[src/rtl/tick_gen_pkg.sv]
// tick_gen_pkg: shared constants, types and helpers for the tick generator.
//   CNT_W_DEF       - default counter/divisor width
//   DEFAULT_DIV_DEF - default terminal count loaded at reset
//   CNT_W_MAX       - widest counter a channel can be built with
//   sel_width()     - width of the channel-select bus for a given channel count
//   chan_state_t    - per-channel state record (count, active/shadow divisor, pend)
package tick_gen_pkg;

  localparam int CNT_W_DEF       = 14;
  localparam int DEFAULT_DIV_DEF = 4999;
  localparam int CNT_W_MAX       = 32;

  // A one-channel build still needs a 1-bit select bus.
  function automatic int sel_width(input int channels);
    return (channels > 1) ? $clog2(channels) : 1;
  endfunction

  // Fields are CNT_W_MAX wide so one record type serves every CNT_W; bits
  // above the configured width are held at zero and fold away as constants.
  typedef struct packed {
    logic [CNT_W_MAX-1:0] count;
    logic [CNT_W_MAX-1:0] act_div;
    logic [CNT_W_MAX-1:0] shd_div;
    logic                 pend;
  } chan_state_t;

endpackage

[src/rtl/tick_chan.sv]
// tick_chan: one divider channel.
//   clk, reset  - clock and synchronous active-high reset
//   en          - run enable; low freezes count and square
//   restart     - synchronous phase restart (count and square to 0)
//   wr          - divisor write addressed to this channel (already decoded)
//   wr_data     - new terminal count
//   tick        - registered one-cycle strobe at wrap
//   square      - registered output toggling at each wrap
//   pend        - shadow divisor written but not yet applied
module tick_chan
  import tick_gen_pkg::*;
#(
  parameter int CNT_W       = CNT_W_DEF,
  parameter int DEFAULT_DIV = DEFAULT_DIV_DEF
) (
  input  logic             clk,
  input  logic             reset,
  input  logic             en,
  input  logic             restart,
  input  logic             wr,
  input  logic [CNT_W-1:0] wr_data,
  output logic             tick,
  output logic             square,
  output logic             pend
);

  localparam logic [CNT_W_MAX-1:0] RST_DIV = CNT_W_MAX'(CNT_W'(DEFAULT_DIV));

  chan_state_t          state_q, state_d;
  logic                 tick_q, tick_d;
  logic                 square_q, square_d;
  logic                 wrap;
  logic                 apply;
  logic [CNT_W_MAX-1:0] wr_ext;

  assign wr_ext = CNT_W_MAX'(wr_data);

  // '>=' rather than '==': a smaller divisor applied while the channel was
  // frozen can leave count above act_div, and that must still wrap.
  assign wrap  = en && !restart && (state_q.count >= state_q.act_div);

  // Points where no phase is in progress, so a divisor change cannot glitch.
  assign apply = restart || !en || wrap;

  always_comb begin
    state_d  = state_q;
    tick_d   = 1'b0;
    square_d = square_q;

    if (restart) begin
      state_d.count = '0;
      square_d      = 1'b0;
    end else if (en) begin
      if (wrap) begin
        state_d.count = '0;
        tick_d        = 1'b1;
        square_d      = ~square_q;
      end else begin
        state_d.count = state_q.count + 1'b1;
      end
    end

    if (apply) begin
      if (wr) begin
        // Write coincident with an apply point bypasses the shadow.
        state_d.act_div = wr_ext;
        state_d.shd_div = wr_ext;
        state_d.pend    = 1'b0;
      end else if (state_q.pend) begin
        state_d.act_div = state_q.shd_div;
        state_d.pend    = 1'b0;
      end
    end else if (wr) begin
      state_d.shd_div = wr_ext;
      state_d.pend    = 1'b1;
    end
  end

  always_ff @(posedge clk) begin
    if (reset) begin
      state_q  <= '{count: '0, act_div: RST_DIV, shd_div: RST_DIV, pend: 1'b0};
      tick_q   <= 1'b0;
      square_q <= 1'b0;
    end else begin
      state_q  <= state_d;
      tick_q   <= tick_d;
      square_q <= square_d;
    end
  end

  assign tick   = tick_q;
  assign square = square_q;
  assign pend   = state_q.pend;

endmodule

[src/rtl/tick_gen.sv]
// tick_gen: parametrised multi-channel tick generator.
//   clk_50   - system clock
//   reset    - synchronous active-high reset
//   en       - per-channel run enable
//   restart  - per-channel synchronous phase restart
//   div_wr   - divisor write strobe
//   div_sel  - channel addressed by div_wr
//   div_data - new terminal count
//   div_ack  - one-cycle acknowledge of an accepted write
//   pending  - per-channel shadow divisor not yet applied
//   tick     - per-channel one-cycle strobe at wrap
//   square   - per-channel output toggling at each wrap
//
// Write handshake: div_wr is a single-cycle strobe with no back-pressure; a
// write is accepted in the cycle div_wr is high if div_sel < CHANNELS, and
// div_ack is high exactly one cycle later. Out-of-range writes are dropped
// silently with no ack.
module tick_gen
  import tick_gen_pkg::*;
#(
  parameter int CHANNELS    = 4,
  parameter int CNT_W       = CNT_W_DEF,
  parameter int DEFAULT_DIV = DEFAULT_DIV_DEF
) (
  input  logic                           clk_50,
  input  logic                           reset,
  input  logic [CHANNELS-1:0]            en,
  input  logic [CHANNELS-1:0]            restart,
  input  logic                           div_wr,
  input  logic [sel_width(CHANNELS)-1:0] div_sel,
  input  logic [CNT_W-1:0]               div_data,
  output logic                           div_ack,
  output logic [CHANNELS-1:0]            pending,
  output logic [CHANNELS-1:0]            tick,
  output logic [CHANNELS-1:0]            square
);

  localparam int SEL_W = sel_width(CHANNELS);
  localparam logic [SEL_W:0] CH_LIM = (SEL_W + 1)'(CHANNELS);

  logic wr_valid;
  logic ack_q, ack_d;

  assign wr_valid = div_wr && ({1'b0, div_sel} < CH_LIM);

  always_comb begin
    ack_d = wr_valid;
  end

  always_ff @(posedge clk_50) begin
    if (reset) ack_q <= 1'b0;
    else       ack_q <= ack_d;
  end

  assign div_ack = ack_q;

  for (genvar i = 0; i < CHANNELS; i++) begin : g_chan
    tick_chan #(
      .CNT_W       (CNT_W),
      .DEFAULT_DIV (DEFAULT_DIV)
    ) u_chan (
      .clk     (clk_50),
      .reset   (reset),
      .en      (en[i]),
      .restart (restart[i]),
      .wr      (wr_valid && (div_sel == SEL_W'(i))),
      .wr_data (div_data),
      .tick    (tick[i]),
      .square  (square[i]),
      .pend    (pending[i])
    );
  end

endmodule

[config.mk]
export PLATFORM = sky130hd
export DESIGN_NAME = tick_gen
export DESIGN_NICKNAME = d
export VERILOG_FILES = /design/src/rtl/tick_gen_pkg.sv /design/src/rtl/tick_chan.sv /design/src/rtl/tick_gen.sv
export SDC_FILE = /design/constraint.sdc
export NUM_CORES = 1
export LEC_CHECK = 0
export ABC_CLOCK_PERIOD_IN_PS = 3100
export BUFFER_PORTS_ARGS = -buffer_cell sky130_fd_sc_hd__buf_2
export CORE_MARGIN = 2
export CORE_UTILIZATION = 63
export CTS_CLUSTER_DIAMETER = 40
export DETAILED_ROUTE_END_ITERATION = 8
export GPL_TIMING_DRIVEN = 1
export PLACE_DENSITY = 0.8
export SETUP_SLACK_MARGIN = 0.02
export SLEW_MARGIN = 20
export SYNTH_ARGS = -nofsm -noshare
export SYNTH_HDL_FRONTEND = slang
export SYNTH_HIERARCHICAL = 1
export SYNTH_SLANG_ARGS = --single-unit
[constraint.sdc]
create_clock -name clk_50 -period 3.1 [get_ports clk_50]
set_input_delay 0.31 -clock clk_50 [delete_from_list [all_inputs] [get_ports clk_50]]
set_output_delay 0.31 -clock clk_50 [all_outputs]
set_load 0.02 [all_outputs]
==> results.toml <==
[status]
run_status = "finished clean"

[power_and_ir_drop]
p_sw_frac = 0.236
power.density_nw_per_um2 = 514
p_seq_frac = 0.422
internal_power_mw = 6.10
clockPowerShare = 0.538
vdd_drop_max_mv = 0.410
comb_power_share = 0.040
power.total_mw = 7.99
p_leak_nw = 6.13
switchingPower_mw = 1.88

[routing]
routed_via_density = 5.94
drtPass1Iterations = 5
drt_iter0_drc = 562
postRouteAntennaNets = 0
vias = 10600
route.detailed.drc = 0
routedWlPerCell_um = 16.5
wl_um = 29600

[placement]
place_congestion = 0.795
placed_cell_area_um2 = 14200
io_buffers = 39
hpwl_um = 20000

[worst_setup_path]
critical_path_class = "reg -> reg"
cp.required_ns = 3.49
timing.reg2reg.worst_path_depth = 8
rr_endpoint = "g_chan[2].u_chan/state_q[33]"
critPathArrivalTime_ns = 3.29
reg2reg_from = "g_chan[2].u_chan/state_q[63]"
regToRegSetupSlack_ns = 0.21
critPathCaptureType = "register"
start_kind = "register"
crit_start = "g_chan[2].u_chan/state_q[63]"
worstPathMaxFanout = 18

[synthesis]
synthTopCellsByCount = "dfxtp_1, ha_1, inv_1"
yosysSeqAreaShare = 0.378
ys_types = 50
yosysTopAreaCell = "dfxtp_1"
yosys.area.top_type_share = 0.378
async_reset_ff_frac = 0
synth_cells = 1430
ys_ff_latch = 257
syn_area_per_cell_um2 = 9.51
synth_edf_count = 0
yosysWarnings = 6
synth-main-ff-cell = "dfxtp_1"
synth_nets = 1589
yosysMostFrequentCell = "dfxtp_1"
yosys-top-cells-area = "dfxtp_1, ha_1, nor3_2, xor2_1, nand4_1"
syn-cell-area_um2 = 13600

[floorplanning]
pin_count = 40
initial_utilization = 0.645
core_area_um2 = 21100
chipHeight_um = 151
die_w_um = 151
rows = 53
die_area_um2 = 22800

[hold_path]
hp-class = "in -> reg"
min_to = "g_chan[1].u_chan/state_q[9]"
hold_path_depth = 3
hold_start = "div_data[8]"

[run]
max-cap-violations = 0

[clock_tree]
numCtsBuffers = 38
ctsLongestPathBuffers = 3
path_clk_slew_ns = 0.06
clk_latency_ns = 0.52
clkSinkCount = 257
cts-root-buf = "clkbuf_16"
htreeDepth = 2
tritoncts = "built"

[sta]
slew_viol_final = 0
hold_viol = 0
finalSetupViolCount = 0
relSlewSlack = 0.571
post-route-period-util = 0.933
final.setup_skew_ns = 0.0130
rsz0062_at_grt = "yes"
worst_slew_pin_slew_ns = 0.644
fin_setup_tns_ns = 0
finalCriticalPeriod_ns = 2.89
fmax_mhz = 346
whs_ns = 0.127

[grt]
grt_pass1_vias = 10400
grt_pass1_wl_um = 49500
grt_max_degree = 54
grt_overflow = 0
grtUsageTotal = 0.264
antenna_found_initial = 0

[layout]
diodes = 0
syn_to_final_growth_pct = 14.2
fin_area_um2 = 15500
drive_gt1_frac = 0.169
final_nets = 1643
utilization = 0.736
nFillCells = 1510
cells in the final DEF (no fill, tap or decap), types with 8 or more instances in the layout:
cell type | Yosys | final
or3_1 | 8 | 8
dfxtp_1 | 257 | 257
xnor2_1 | 36 | 36
clkbuf_16 | 0 | 41
nand2_1 | 88 | 88
nor2_1 | 76 | 76
a211oi_1 | 24 | 24
xor2_1 | 84 | 84
nor3_2 | 80 | 80
nand3_1 | 48 | 48
nor2b_1 | 29 | 29
a21oi_1 | 52 | 52
inv_1 | 96 | 95
a22o_1 | 28 | 28
nor3_1 | 64 | 64
or2_2 | 8 | 8
and2_1 | 12 | 12
and3_1 | 12 | 12
buf_4 | 0 | 26
a22oi_1 | 24 | 24
mux2i_1 | 32 | 32
o21ai_0 | 16 | 16
buf_2 | 16 | 39
nor4_2 | 8 | 8
nand4_1 | 60 | 60
ha_1 | 132 | 132
and4_1 | 20 | 20
critical path, stage by stage, from the launching register on:
cell and delay (ns):
dfxtp_1 0.30, inv_1 0.46, ha_1 0.28, nand4_1 0.16, nor4_1 0.34, buf_4 0.19
o211ai_2 0.17, a41oi_4 0.51, mux2_1 0.36
repair_timing:
item	4_1_cts	5_1_grt
endpoints found under the hold margin	0	0
resized for setup	0	3
setup endpoints to repair	0	26
setup buffers	0	2
hold buffers	0	0
per-layer routing:
layer  routed length, µm  GRT usage  vias to the layer above
li1                    -          -                     5252
met1               13700      0.363                     5052
met2               13900      0.431                      258
met3                1380     0.0395                       52
met4                 552     0.0766                        0
met5                   0          0                        -
power groups by stage:
stage / Clock, mW / Sequential, mW / Combinational [mW]
3_3_place_gp: 0 / 3.44 / 0.300
3_5_place_dp: 0 / 3.44 / 0.309
2_1_floorplan: 0 / 3.44 / 0.220
5_1_grt: 4.51 / 3.37 / 0.350
6_report: 4.30 / 3.37 / 0.319
4_1_cts: 4.37 / 3.37 / 0.315
logic make-up (layout without fill, tap and decap cells):
kind of cell / after synthesis / after routing / synth area share
fa+ha+maj: 132 / 132 / 0.121
simple gates: 533 / 533 / 0.236
flops: 257 / 257 / 0.378
buf+inv: 152 / 235 / 0.0456
mux: 36 / 36 / 0.0269
xor+xnor: 120 / 120 / 0.0773
compound gates: 200 / 200 / 0.114
sequential cells by signal (all words and copies together), names as in the netlist:
signal	flops
g_chan.u_chan/state_q	244
g_chan.u_chan/pend	4
g_chan.u_chan/square	4
g_chan.u_chan/tick	4
div_ack	1
area by class of cell:
class                           count  area, µm²  share of cell area
Clock buffer                       45       1050              0.0677
Clock inverter                     24        240              0.0155
Inverter                           96        364              0.0235
Multi-Input combinational cell   1021       7880               0.508
Sequential cell                   257       5140               0.331
Tap cell                          275        344              0.0222
Timing Repair Buffer               70        498              0.0321
per-stage QoR:
| stage | cells | setup slack (ns) |
|---|---|---|
| floorplan | 1430 | 0.585 |
| global placement | 1716 | 0.230 |
| detailed placement | 1716 | 0.0597 |
| CTS | 1785 | 0.0453 |
| global route | 1788 | 0.00251 |
| finish | 1788 | 0.209 |
worst max path at each step:
| stage | endpoint | slack (ns) | cells after the start |
|---|---|---|---|
| global route | g_chan[2].u_chan/state_q[33] | 0.003 | 8 |
| finish | g_chan[2].u_chan/state_q[33] | 0.21 | 8 |
| CTS | g_chan[0].u_chan/square | 0.05 | 8 |
| global placement | g_chan[3].u_chan/state_q[46] | 0.23 | 9 |
| detailed placement | g_chan[0].u_chan/square | 0.06 | 8 |
| floorplan | g_chan[0].u_chan/state_q[43] | 0.59 | 9 |
Power figures use the tool's default switching activity.
